### src/rtl/arith_pkg.sv
// Shared arithmetic-unit definitions for the multiplier and divider datapath.
// Latency: n/a (package only).
// Backpressure: n/a (package only).
package arith_pkg;

  // Default operand width for the sequential arithmetic units.
  localparam int ARITH_WIDTH = 16;

  // Iteration counter width: it must be able to represent the value WIDTH itself.
  function automatic int arith_cw(input int width);
    return $clog2(width) + 1;
  endfunction

  // Controller state, common to the multiplier and the divider.
  typedef enum logic {
    IDLE = 1'b0,
    BUSY = 1'b1
  } arith_state_e;

endpackage

### src/rtl/mult_adder.sv
// Gated WIDTH+1-bit adder for one shift-and-add partial-product step.
// Latency: combinational.
// Backpressure: none.
// Ports: acc (WIDTH+1) running accumulator, addend (WIDTH) multiplicand,
//        sel adds the multiplicand when set, sum (WIDTH+1) result.
module mult_adder #(
  parameter int WIDTH = arith_pkg::ARITH_WIDTH
) (
  input  logic [WIDTH:0]   acc,
  input  logic [WIDTH-1:0] addend,
  input  logic             sel,
  output logic [WIDTH:0]   sum
);

  logic [WIDTH:0] gated;

  // Addend is zero-extended so the carry lands in sum[WIDTH] and is never lost.
  assign gated = sel ? {1'b0, addend} : '0;
  assign sum   = acc + gated;

endmodule

### src/rtl/shift_add_multiplier.sv
// Sequential unsigned WIDTH x WIDTH radix-2 shift-and-add multiplier.
// Latency: WIDTH+1 edges from the start edge to ready; start always accepted (aborts any run).
// Backpressure: none; ready holds the result until the next start or clear.
// Ports: clk, clear (async active-low), start, a, b in; product, busy, ready, counter out.
module shift_add_multiplier
  import arith_pkg::*;
#(
  parameter int WIDTH = ARITH_WIDTH,
  parameter int CW    = arith_cw(WIDTH)
) (
  input  logic                 clk,
  input  logic                 clear,
  input  logic                 start,
  input  logic [WIDTH-1:0]     a,
  input  logic [WIDTH-1:0]     b,
  output logic [2*WIDTH-1:0]   product,
  output logic                 busy,
  output logic                 ready,
  output logic [CW-1:0]        counter
);

  arith_state_e     state_q;
  arith_state_e     state_d;
  logic [WIDTH-1:0] reg_a;
  logic [WIDTH:0]   acc;
  logic [WIDTH-1:0] reg_q;
  logic [WIDTH:0]   sum;
  logic             last_step;

  mult_adder #(.WIDTH(WIDTH)) u_adder (
    .acc    (acc),
    .addend (reg_a),
    .sel    (reg_q[0]),
    .sum    (sum)
  );

  // The step that takes counter from WIDTH-1 to WIDTH finishes the product.
  assign last_step = (counter == CW'(WIDTH - 1));
  assign busy      = (state_q == BUSY);

  always_comb begin
    state_d = state_q;
    if (start) begin
      state_d = BUSY;
    end else if (state_q == BUSY && last_step) begin
      state_d = IDLE;
    end
  end

  always_ff @(posedge clk or negedge clear) begin
    if (!clear) begin
      state_q <= IDLE;
      reg_a   <= '0;
      acc     <= '0;
      reg_q   <= '0;
      counter <= '0;
      product <= '0;
      ready   <= 1'b0;
    end else begin
      state_q <= state_d;
      if (start) begin
        // Restart from any state; the previous product stays visible.
        reg_a   <= a;
        reg_q   <= b;
        acc     <= '0;
        counter <= '0;
        ready   <= 1'b0;
      end else if (state_q == BUSY) begin
        // {sum, reg_q} shifted right by one as a single 2*WIDTH+1-bit value.
        acc     <= {1'b0, sum[WIDTH:1]};
        reg_q   <= {sum[0], reg_q[WIDTH-1:1]};
        counter <= counter + CW'(1);
        if (last_step) begin
          product <= {sum, reg_q[WIDTH-1:1]};
          ready   <= 1'b1;
        end
      end
    end
  end

endmodule

### config.mk
export PLATFORM = sky130hd
export DESIGN_NAME = shift_add_multiplier
export DESIGN_NICKNAME = d
export VERILOG_FILES = /design/src/rtl/arith_pkg.sv /design/src/rtl/mult_adder.sv /design/src/rtl/shift_add_multiplier.sv
export SDC_FILE = /design/constraint.sdc
export NUM_CORES = 1
export LEC_CHECK = 0
export BUFFER_PORTS_ARGS = -buffer_cell sky130_fd_sc_hd__buf_2
export CORE_ASPECT_RATIO = 1.2
export CORE_MARGIN = 3
export CORE_UTILIZATION = 50
export CTS_BUF_LIST = sky130_fd_sc_hd__clkbuf_2 sky130_fd_sc_hd__clkbuf_4 sky130_fd_sc_hd__clkbuf_8
export DETAILED_ROUTE_END_ITERATION = 10
export PLACE_DENSITY = 0.78
export SYNTH_ARGS = -nofsm -noshare
export SYNTH_HDL_FRONTEND = slang
export SYNTH_SLANG_ARGS = --single-unit
### constraint.sdc
create_clock -name clk -period 4.3 [get_ports clk]
set_input_delay 0.86 -clock clk [delete_from_list [all_inputs] [get_ports clk]]
set_output_delay 0.86 -clock clk [all_outputs]
set_load 0.005 [all_outputs]
# After elaboration in Yosys (flattened, before gate mapping)
# Cells that the tools add are included.
[op_classes]
add_sub_neg = 2
eq_ne = 1
muxes = 12
bitwise_logic = 1
reduce_logical = 6
[op_table]
columns = ["operator", "count"]
rows = [
  ["16-bit 2-to-1 mux", 3],
  ["17-bit 2-to-1 mux", 2],
  ["17-bit adder", 1],
  ["5-bit 2-to-1 mux", 2],
  ["2-bit nonzero test", 3],
  ["5-bit by 1-bit adder with 5-bit output (second input constant)", 1],
  ["5-bit by 4-bit equality test with 1-bit output (second input constant)", 1],
  ["1-bit 2-to-1 mux", 5],
  ["3-bit AND reduction", 1],
  ["2-bit AND reduction", 1],
  ["1-bit logical AND", 1],
  ["1-bit inverter", 1],
]
[totals]
ff_bits = 88
in_bits = 35
out_inout_bits = 39
elab_cells = 29

# Logic depth before layout (Yosys ltp)
# Gate-level depths: netlist (run 1).
[depth]
ltp_word = 4
depth_mapped = 10
ltp_nobuf = 9

# Hierarchy
# A second synthesis (run 1) with hierarchy kept.
[unflattened]
cells_unflattened = 376
area_unflattened_um2 = 4556.9
[by_module_without_submodules]
columns = ["module", "n_inst", "cells_each", "area_per_inst_um2", "seq_area_each_um2"]
rows = [
  ["shift_add_multiplier", 1, 254, 3623.5, 2177.1],
  ["mult_adder", 1, 122, 933.4, 0.0],
]

# Worst setup path after synthesis (run 1)
# No wires, ideal clock.
[synth_path]
path_kind = "reg-to-reg"
from = "reg reg_q[0]"
to = "reg acc[15]"
setup_time_ps = 96
t_arrival_ps = 2255
required_ps = 4204
setup_slack_ps = 1949
stages_incl_launch_ff = 11
n_path_buf = 1
period_less_slack_ps = 2351
cell_sequence = "dfrtp_1 > clkbuf_1 > and2_1 > ha_1 > inv_1 > fa_1 > nor2b_4 > o31ai_4 > a211oi_4 > o2111ai_2 > a311oi_2"
[synth_between]
elab_chain_cells = 4
[synth_lines]
columns = ["element", "line", "source"]
rows = [
  ["start, declared", "shift_add_multiplier.sv:26", "logic [WIDTH-1:0] reg_q;"],
  ["start signal, assigned", "shift_add_multiplier.sv:71", "reg_q <= {sum[0], reg_q[WIDTH-1:1]};"],
  ["16-bit 2-to-1 mux", "mult_adder.sv:18", "assign gated = sel ? {1'b0, addend} : '0;"],
  ["17-bit adder", "mult_adder.sv:19", "assign sum = acc + gated;"],
  ["17-bit 2-to-1 mux", "shift_add_multiplier.sv:68", "end else if (state_q == BUSY) begin"],
  ["17-bit 2-to-1 mux", "shift_add_multiplier.sv:61", "if (start) begin"],
  ["end signal, assigned", "shift_add_multiplier.sv:70", "acc <= {1'b0, sum[WIDTH:1]};"],
  ["end, declared", "shift_add_multiplier.sv:25", "logic [WIDTH:0] acc;"],
]
# No other way between the ends. The select of a mux whose other input is x is not followed.
# A chain may end at the register's enable or synchronous reset.

# Worst setup path after layout (run 1)
# Same ends and word-level chain as after synthesis.

==> results.sh, run 1 <==
export IMPL_muxShareOfSynthArea_pct=7.927
export IMPL_via_count=3776
export IMPL_die_width_um=94.24
export IMPL_post_place_ws_ns=1.614
export IMPL_ys_warn_count=0
export IMPL_synth_fp_nets=541
export IMPL_cts_hold_buffers=0
export IMPL_drtPass1Iterations=7
export IMPL_netlist_instances=487
export IMPL_grt_pass1_wl_mm=18.41
export IMPL_ys_seq_area_share_pct=46.60
export IMPL_grt_overflow_total=0
export IMPL_synth_cell_types=64
export IMPL_synthSimpleGateAreaFrac_pct=19.95
export IMPL_r2r_cells=9
export IMPL_die_h_um=111.9
export IMPL_synthDominantCellAreaShare_pct=46.60
export IMPL_path_max_fanout=17
export IMPL_p_comb_share_pct=18.3
export IMPL_fin_skew_ns=0.01725
export IMPL_synth_xor_area_share_pct=1.312
export IMPL_core_um2=9081
export IMPL_grt_max_degree=88
export IMPL_clkTransAtPathRegs_ns=0.09
export IMPL_drt_iter0_drc=320
export IMPL_synth_compound_area_share_pct=15.83
export IMPL_htreeDepth=3
export IMPL_max_freq_mhz=379.8
export IMPL_worst_pin_slew_ns=1.062
export IMPL_cts_sinks=87
export IMPL_finalSetupViolCount=0
export IMPL_cpMaxStageDelayCell="dfrtp_1"
export IMPL_cts_tree="yes"
export IMPL_synth_area_leaders="dfrtp_1, nand2_1, ha_1"
export IMPL_outcome="finished, final reports clean"
export IMPL_p_sw_mw=0.5358
export IMPL_synthFlopType="dfrtp_1"
export IMPL_synth_top_cell_by_area="dfrtp_1"
export IMPL_powerDensity_nw_per_um2=362.2
export IMPL_dieArea_um2=10540
export IMPL_cts_buffers=9
export IMPL_p_seq_share_pct=47.6
export IMPL_final_hold_violation_count=0
export IMPL_cap_violations=0
export IMPL_clk_latency_ns=0.36
export IMPL_rows=38
export IMPL_clockRootBuffer="clkbuf_8"
export IMPL_synth_area_um2=4672
export IMPL_grt_pass1_vias=3878
export IMPL_dp_hpwl_mm=7.291
export IMPL_cts_resized=0
export IMPL_synth_fa_ha_area_share_pct=5.249
export IMPL_rsz0062_at_grt="false"
export IMPL_drc=0
export IMPL_initial_utilization_pct=51.45
export IMPL_r2r_end="acc[15]"
export IMPL_end_kind="flip-flop"
export IMPL_postSynthAreaPerCell_um2=9.593
export IMPL_post_drt_wl_per_cell_um=15.76
export IMPL_synth_top_family_by_area="simple AND/OR/NAND/NOR gates"
export IMPL_nets=600
export IMPL_post_cts_buffers=0
export IMPL_hold_path_startpoint="product[25]"
export IMPL_worst_slack_ns=1.667
export IMPL_slew_violations=0
export IMPL_slowest_delay_ns=0.65
export IMPL_syn2layout_area_growth_pct=14.14
export IMPL_cp_top_family="compound AO/OA/AOI/OAI gates"
export IMPL_arrival_ns=2.90
export IMPL_finalCriticalPeriod_ns=2.633
export IMPL_antenna_found_initial=0
export IMPL_p_clk_share_pct=34.1
export IMPL_rrSetupSlack_ns=1.67
export IMPL_worstHoldEndpoint="product[25]"
export IMPL_switching_share_pct=27.74
export IMPL_p_leak_nw=2.738
export IMPL_fin_crit_sh_pct=61.23
export IMPL_synth_edff_count=0
export IMPL_postRouteAntennaNets=0
export IMPL_ir_drop_v=0.0002289
export IMPL_fill_cells=797
export IMPL_critPathKind="flip-flop to flip-flop"
export IMPL_drive_above_1_share_pct=22.50
export IMPL_place_port_buffers=73
export IMPL_setup_tns_ns=0
export IMPL_hp_class="flip-flop to flip-flop"
export IMPL_async_reset_ff_share_pct=100.0
export IMPL_antennaDiodeCount=0
export IMPL_cp_start_kind="flip-flop"
export IMPL_gp_congestion=0.8955
export IMPL_ios=74
export IMPL_path_cells="and2_1, ha_1, inv_1, fa_1, nor2b_4, o31ai_4, a211oi_4, o2111ai_2, a311oi_2"
export IMPL_ys_seq_elements=87
export IMPL_reg2reg_from="reg_q[0]"
export IMPL_intPower_mw=1.396
export IMPL_clockBufferDepth=2
export IMPL_cp_num_buf_inv=1
export IMPL_holdPathStages=2
export IMPL_slew_headroom_pct=29.21
export IMPL_grt_use_total_pct=21.69
export IMPL_routed_wl_mm=10.57
export IMPL_total_power_mw=1.932
export IMPL_worst_ep_required_time_ns=4.57
export IMPL_holdWs_ns=0.4783
export IMPL_viasPerCell=5.627
## sequential cells by signal, summed over array words and instances, names as in the netlist
signal   flops
ready        1
reg_a       16
counter      5
product     32
acc         16
busy         1
reg_q       16
## layout by cell type, fill, tap and decap left out, types with 3 or more instances in the layout
| cell | synthesis | routed |
|---|---|---|
| or3_1 | 3 | 3 |
| o31ai_1 | 3 | 3 |
| and3_1 | 4 | 4 |
| nand4_1 | 6 | 6 |
| nand3_1 | 9 | 9 |
| xnor2_1 | 5 | 5 |
| o21ai_1 | 4 | 4 |
| a21oi_1 | 20 | 20 |
| o311ai_0 | 3 | 3 |
| inv_1 | 7 | 7 |
| mux2_2 | 16 | 16 |
| and2_1 | 17 | 17 |
| buf_2 | 8 | 72 |
| nand3b_1 | 6 | 6 |
| o211ai_1 | 5 | 5 |
| nor3b_1 | 3 | 3 |
| a211o_1 | 4 | 4 |
| a21o_1 | 3 | 3 |
| nand2_1 | 110 | 110 |
| buf_4 | 0 | 5 |
| nor2_1 | 22 | 22 |
| o21a_1 | 7 | 7 |
| ha_1 | 18 | 18 |
| o21ai_0 | 28 | 28 |
| clkbuf_8 | 0 | 11 |
| nor3_1 | 8 | 8 |
| dfrtp_1 | 87 | 86 |
| mux2i_1 | 19 | 19 |
## metrics by stage
step | std cells | utilization, % | cell area (µm²)
finish | 671 | 58.72 | 5333
CTS | 671 | 58.72 | 5333
detailed placement | 655 | 56.17 | 5101
global route | 671 | 58.72 | 5333
global placement | 655 | 56.17 | 5101
floorplan | 487 | - | 4672
## power groups by stage
stage / Clock (mW) / Combinational, mW / Sequential (mW)
after floorplan: 0 / 0.261 / 0.921
after global placement: 0 / 0.341 / 0.933
after detailed placement: 0 / 0.353 / 0.935
after CTS: 0.671 / 0.354 / 0.919
after global routing: 0.706 / 0.398 / 0.927
final: 0.659 / 0.353 / 0.919
## cells by family after synthesis
group | count (synthesis)
mux | 35
buf+inv | 36
flops | 87
fa+ha+maj | 19
compound gates | 103
simple gates | 200
xor+xnor | 7
## Yosys cell counts (8+ instances only)
| cell type | instances |
|---|---|
| dfrtp_1 | 87 |
| nand2_1 | 110 |
| o21ai_0 | 28 |
| nand3_1 | 9 |
| a21oi_1 | 20 |
| nor3_1 | 8 |
| clkbuf_1 | 18 |
| nor2_1 | 22 |
| ha_1 | 18 |
| buf_2 | 8 |
| mux2i_1 | 19 |
| mux2_2 | 16 |
| and2_1 | 17 |
## worst max path at each step
stage	cells past startpoint	slack, ns	startpoint	end
final	9	1.67	reg_q[0]	acc[15]
after global routing	7	1.43	reg_q[0]	product[30]
after CTS	9	1.66	reg_q[0]	acc[15]
after detailed placement	6	1.61	start	product[29]
after global placement	6	1.68	start	product[29]
after floorplan	10	1.95	reg_q[0]	acc[15]
## worst register-to-register path: cells and delay by family, from the launching register on
family                   cells  cell delay (ns)
flip-flops                   1             0.65
AND/OR/NAND/NOR              2             0.40
adder cells (fa/ha/maj)      2             0.59
buffers and inverters        1             0.05
AO/OA/AOI/OAI                4             0.85
## layout make-up
type,instances,area [µm²],share of cell area [%]
Inverter,7,26.28,0.4927
Sequential cell,87,2178,40.85
Clock inverter,3,65.06,1.220
Multi-Input combinational cell,364,2349,44.04
Clock buffer,13,166.4,3.121
Timing Repair Buffer,77,397.9,7.461
Tap cell,120,150.1,2.816
## routing by layer
| layer | global-route usage [%] | share of wire [%] | vias up |
|---|---|---|---|
| li1 | - | - | 1820 |
| met1 | 29.12 | 44 | 1820 |
| met2 | 34.09 | 48 | 114 |
| met3 | 4.865 | 5.2 | 22 |
| met4 | 8.574 | 2.2 | 0 |
| met5 | 0 | 0 | - |
(Power assumes the default switching activity.)
==> inputs of run 2 (changes only) <==
Settings changed: PLACE_DENSITY 0.78 to 0.81.
Clock period 4.3 ns to 2.3 ns, I/O delays scaled along.
==> results.sh, run 2 (synthesis results as in run 1) <==
export IMPL_drtPass1Iterations=4
export IMPL_dp_hpwl_mm=8.039
export IMPL_antennaDiodeCount=0
export IMPL_cts_sinks=87
export IMPL_grt_pass1_wl_mm=18.70
export IMPL_grt_use_total_pct=22.47
export IMPL_grt_max_degree=80
export IMPL_rows=38
export IMPL_total_power_mw=3.840
export IMPL_cp_start_kind="flip-flop"
export IMPL_max_freq_mhz=444.2
export IMPL_core_um2=9081
export IMPL_viasPerCell=5.666
export IMPL_place_port_buffers=73
export IMPL_syn2layout_area_growth_pct=23.86
export IMPL_ios=74
export IMPL_via_count=3966
export IMPL_slew_headroom_pct=47.67
export IMPL_grt_pass1_vias=3911
export IMPL_max_flop_register="product"
export IMPL_instances_no_fill=700
export IMPL_worst_pin_slew_ns=0.7821
export IMPL_post_drt_wl_per_cell_um=16.89
export IMPL_routed_wl_mm=11.82
export IMPL_setup_tns_ns=0
export IMPL_drc=0
export IMPL_antenna_found_initial=0
export IMPL_die_width_um=94.24
export IMPL_drt_iter0_drc=307
export IMPL_clockRootBuffer="clkbuf_8"
export IMPL_slew_violations=0
export IMPL_ir_drop_v=0.0003744
export IMPL_finalSetupViolCount=0
export IMPL_fin_util_pct=63.72
export IMPL_p_leak_nw=2.888
export IMPL_cp_top_family="compound AO/OA/AOI/OAI gates"
export IMPL_cp_num_buf_inv=2
export IMPL_slowest_delay_ns=0.40
export IMPL_cts_hold_buffers=0
export IMPL_die_h_um=111.9
export IMPL_cts_tree="yes"
export IMPL_path_max_fanout=12
export IMPL_fin_skew_ns=0.01052
export IMPL_initial_utilization_pct=51.45
export IMPL_place_area_um2=5305
export IMPL_drive_above_1_share_pct=31.72
export IMPL_postRouteAntennaNets=0
export IMPL_cpMaxStageDelayCell="dfrtp_1"
export IMPL_hp_class="input port to asynchronous set/reset pin"
export IMPL_clk_latency_ns=0.37
export IMPL_path_cells="buf_6, buf_4, and2_1, ha_2, nand2_1, nor2_1, a21oi_2, a222oi_1, o311ai_1"
export IMPL_arrival_ns=2.49
export IMPL_outcome="finished, final reports clean"
export IMPL_place_inst=679
export IMPL_largest_reg_flops=32
export IMPL_fin_crit_sh_pct=97.89
export IMPL_final_hold_violation_count=0
export IMPL_htreeDepth=3
export IMPL_powerDensity_nw_per_um2=663.7
export IMPL_grt_overflow_total=0
export IMPL_cap_violations=0
export IMPL_clkTransAtPathRegs_ns=0.09
export IMPL_critPathKind="flip-flop to flip-flop"
export IMPL_gp_congestion=0.9813
export IMPL_nets=629
export IMPL_fin_area_um2=5787
export IMPL_cts_buffers=9
export IMPL_final_common_cell="nand2_1"
export IMPL_clockBufferDepth=2
export IMPL_worst_ep_required_time_ns=2.54
export IMPL_dieArea_um2=10540
export IMPL_finalCriticalPeriod_ns=2.251
export IMPL_end_kind="flip-flop"
export IMPL_final_cell_mix="nand2_1, dfrtp_1, buf_2"
[run 2: changes by cell type in the layout (fill, tap and decap cells not counted), moves of 2 or more]
cell | previous run | this run
buf_12 | 0 | 2
ha_1 | 18 | 7
o21ai_0 | 28 | 26
ha_4 | 0 | 9
a21oi_2 | 1 | 8
buf_6 | 0 | 3
a21oi_1 | 20 | 13
buf_4 | 5 | 29
o21ai_2 | 1 | 4
ha_2 | 0 | 2
clkinv_4 | 0 | 2
[run 2: metal layers]
metal	wire length (µm)	part of all wire [%]	GRT usage, %	up-vias
met5	0	0	0	-
met4	293	2.5	10.69	0
met2	6039	51	37.22	148
met3	773	6.5	4.459	29
li1	-	-	-	1885
met1	4717	40	27.93	1904
[run 2: area by class of cell]
class                   instances  area, µm²
clock buffers                  12      158.9
clock inverters                 4      77.57
fillers                       739       3294
inverters                       7      26.28
multi-input cells             364       2545
flip-flops and latches         87       2177
well taps                     120      150.1
repair buffers                106      651.9
[run 2: final timing paths]
path,endpoint,from,slack [ns],cells after the start
max,product[30],reg_q[0],0.05,9
min,product[16],clear,0.02,1
max reg2reg,product[30],reg_q[0],0.05,9
min reg2reg,product[21],product[21],0.48,2
max in group asynchronous,reg_a[6],clear,1.64,2
min in group clk,reg_q[13],b[13],0.30,3
[run 2: power by group]
part	internal, mW	switching (mW)	leakage, nW
combinational	0.413	0.453	1.64
clock	0.687	0.550	0.120
sequential	1.64	0.0977	1.13
total	2.74	1.10	2.89
[run 2: timing repair]
item | 4_1_cts | 5_1_grt
gates resized for setup | 1 | 42
setup buffers | 1 | 4
pin swaps | 1 | 5
hold endpoints to repair | 0 | 0
setup endpoints to repair | 2 | 18
[run 2: stage by stage]
stage | hold WS [ns] | setup WS, ns
final | 0.02136 | 0.04853
after global routing | 0.03514 | -0.06086
after CTS | 0.02246 | 0.001036
after detailed placement | 0.4261 | -0.006715
after global placement | 0.4202 | 0.06546
after floorplan | 0.1644 | 0.01052
[run 2: worst reg2reg max path, delay by kind of cell (launching register included)]
kind / cells / cell delay, ns
fa+ha+maj: 1 / 0.38
flops: 1 / 0.40
buf+inv: 2 / 0.30
simple gates: 3 / 0.49
compound gates: 3 / 0.56
==> inputs of run 3 (changes only) <==
Settings changed: BUFFER_PORTS_ARGS -buffer_cell sky130_fd_sc_hd__buf_2 to -buffer_cell sky130_fd_sc_hd__buf_4.
Clock period 2.3 ns to 2 ns, I/O delays scaled along.
==> results.sh, run 3 (synthesis results as in run 1) <==
export IMPL_slew_headroom_pct=66.58
export IMPL_cts_buffers=9
export IMPL_grt_max_degree=47
export IMPL_fill_cells=621
export IMPL_clockRootBuffer="clkbuf_8"
export IMPL_rsz0062_at_grt="true"
export IMPL_post_drt_wl_per_cell_um=18.52
export IMPL_seqCellArea_um2=2178
export IMPL_clkTransAtPathRegs_ns=0.10
export IMPL_p_comb_share_pct=28.2
export IMPL_path_max_fanout=3
export IMPL_fin_area_um2=6482
export IMPL_antenna_found_initial=0
export IMPL_critPathKind="flip-flop to flip-flop"
export IMPL_violations="setup timing"
export IMPL_drtPass1Iterations=5
export IMPL_p_clk_share_pct=28.9
export IMPL_instances_no_fill=724
export IMPL_clk_latency_ns=0.38
export IMPL_worstSetupStartpoint="reg_q[0]"
export IMPL_switching_share_pct=32.57
export IMPL_clockBufferDepth=2
export IMPL_p_leak_nw=3.102
export IMPL_initial_utilization_pct=51.45
export IMPL_grt_pass1_wl_mm=20.58
export IMPL_antennaDiodeCount=0
export IMPL_intPower_mw=3.147
export IMPL_max_freq_mhz=440.6
export IMPL_rows=38
export IMPL_slew_violations=0
export IMPL_slowest_delay_ns=0.41
export IMPL_wl_met2_mm=7.099
export IMPL_powerDensity_nw_per_um2=719.9
export IMPL_nets=653
export IMPL_path_cells="and2_1, ha_2, inv_2, fa_2, nor2b_4, o31ai_4, a211oi_4, o2111ai_2, a311oi_2"
export IMPL_die_h_um=111.9
export IMPL_grt_pass1_vias=4247
export IMPL_final_hold_violation_count=0
export IMPL_finalCriticalPeriod_ns=2.270
export IMPL_viasPerCell=5.848
export IMPL_cts_sinks=87
export IMPL_cp_start_kind="flip-flop"
export IMPL_place_inst=701
export IMPL_via_count=4234
export IMPL_worst_pin_slew_ns=0.5013
export IMPL_drive_above_1_share_pct=40.23
export IMPL_highest_layer="met4"
export IMPL_grt_overflow_total=0
export IMPL_finalSetupViolCount=19
export IMPL_wl_met3_um=789
export IMPL_dp_hpwl_mm=8.490
export IMPL_core_um2=9081
export IMPL_cpMaxStageDelayCell="dfrtp_1"
export IMPL_cts_tree="yes"
export IMPL_end_kind="flip-flop"
export IMPL_ios=74
export IMPL_wl_met1_mm=5.079
export IMPL_largest_reg_flops=32
export IMPL_cap_violations=0
export IMPL_ir_drop_v=0.0004380
export IMPL_arrival_ns=2.56
export IMPL_htreeDepth=3
export IMPL_final_cell_mix="buf_4, nand2_1, dfrtp_1"
export IMPL_routed_wl_mm=13.41
export IMPL_postRouteAntennaNets=0
export IMPL_max_flop_register="product"
export IMPL_grt_use_total_pct=24.80
export IMPL_drc=0
export IMPL_worst_slack_ns=-0.2697
export IMPL_gp_congestion=0.8946
export IMPL_syn2layout_area_growth_pct=38.75
export IMPL_dieArea_um2=10540
export IMPL_fin_skew_ns=0.01568
export IMPL_multi_input_area_um2=2873
export IMPL_die_width_um=94.24
export IMPL_rrSetupSlack_ns=-0.27
export IMPL_fin_crit_sh_pct=113.5
export IMPL_total_power_mw=4.667
export IMPL_drt_iter0_drc=385
export IMPL_place_port_buffers=73
export IMPL_reg2reg_from="reg_q[0]"
export IMPL_outcome="finished, violations left"
export IMPL_holdWs_ns=0.2217
export IMPL_hp_class="input port to flip-flop"
export IMPL_p_seq_share_pct=42.9
export IMPL_worst_ep_required_time_ns=2.29
export IMPL_final_common_cell="buf_4"
export IMPL_place_area_um2=5709
export IMPL_p_sw_mw=1.520
export IMPL_hold_path_startpoint="b[12]"
run 3: cell types whose count changed in the layout (fill, tap and decap cells not counted), sizes merged:
cell and delta:
buf +23, dlygate4sd3 +1, clkbuf -3, clkinv -1, bufinv -1, inv +5
run 3: routing by layer:
| metal | vias up | GRT usage, % |
|---|---|---|
| li1 | 1931 | - |
| met1 | 2081 | 29.94 |
| met2 | 178 | 42.33 |
| met3 | 44 | 5.203 |
| met4 | 0 | 10.79 |
| met5 | - | 0 |
run 3: layout make-up:
| type | instances | share of cell area [%] |
|---|---|---|
| inverters | 7 | 0.4053 |
| clock buffers | 9 | 1.911 |
| multi-input cells | 364 | 44.32 |
| well taps | 120 | 2.316 |
| clock inverters | 7 | 1.351 |
| flip-flops and latches | 87 | 33.60 |
| repair buffers | 130 | 16.10 |
run 3: timing repair:
action / 4_1_cts / 5_1_grt
setup endpoints to repair: 22 / 30
endpoints found under the hold margin: 14 / 0
hold buffers: 1 / 0
pin swaps: 13 / 24
buffers inserted: 2 / 6
gates resized for setup: 46 / 53
run 3: final timing paths:
| check | end | cells after the start |
|---|---|---|
| hold reg to reg | product[9] | 2 |
| setup reg to reg | acc[15] | 9 |
| hold / removal | reg_q[12] | 3 |
| setup / recovery | acc[15] | 9 |
| min in group asynchronous | acc[15] | 2 |
| max in group asynchronous | reg_q[4] | 3 |
run 3: power by group through the flow:
stage | registers (mW) | clock network, mW | logic [mW]
after floorplan | 1.98 | 0 | 0.586
after global placement | 2.00 | 0 | 0.922
after detailed placement | 2.01 | 0 | 0.964
after CTS | 1.99 | 1.35 | 1.10
after global routing | 2.02 | 1.42 | 1.41
final | 2.00 | 1.35 | 1.32
run 3: critical path: cells and delay by family (launching register included):
kind / cells / cell delay, ns
compound gates: 4 / 0.83
fa+ha+maj: 2 / 0.54
buf+inv: 1 / 0.04
flops: 1 / 0.41
simple gates: 2 / 0.36
run 3: metrics by stage:
stage	utilization, %	setup TNS [ns]	setup WS, ns
after floorplan	-	-1.524	-0.2535
after CTS	68.10	-2.659	-0.2365
final	71.38	-3.066	-0.2697
after global routing	71.38	-4.716	-0.3532
after detailed placement	62.87	-4.266	-0.3340
after global placement	62.87	-2.161	-0.1922
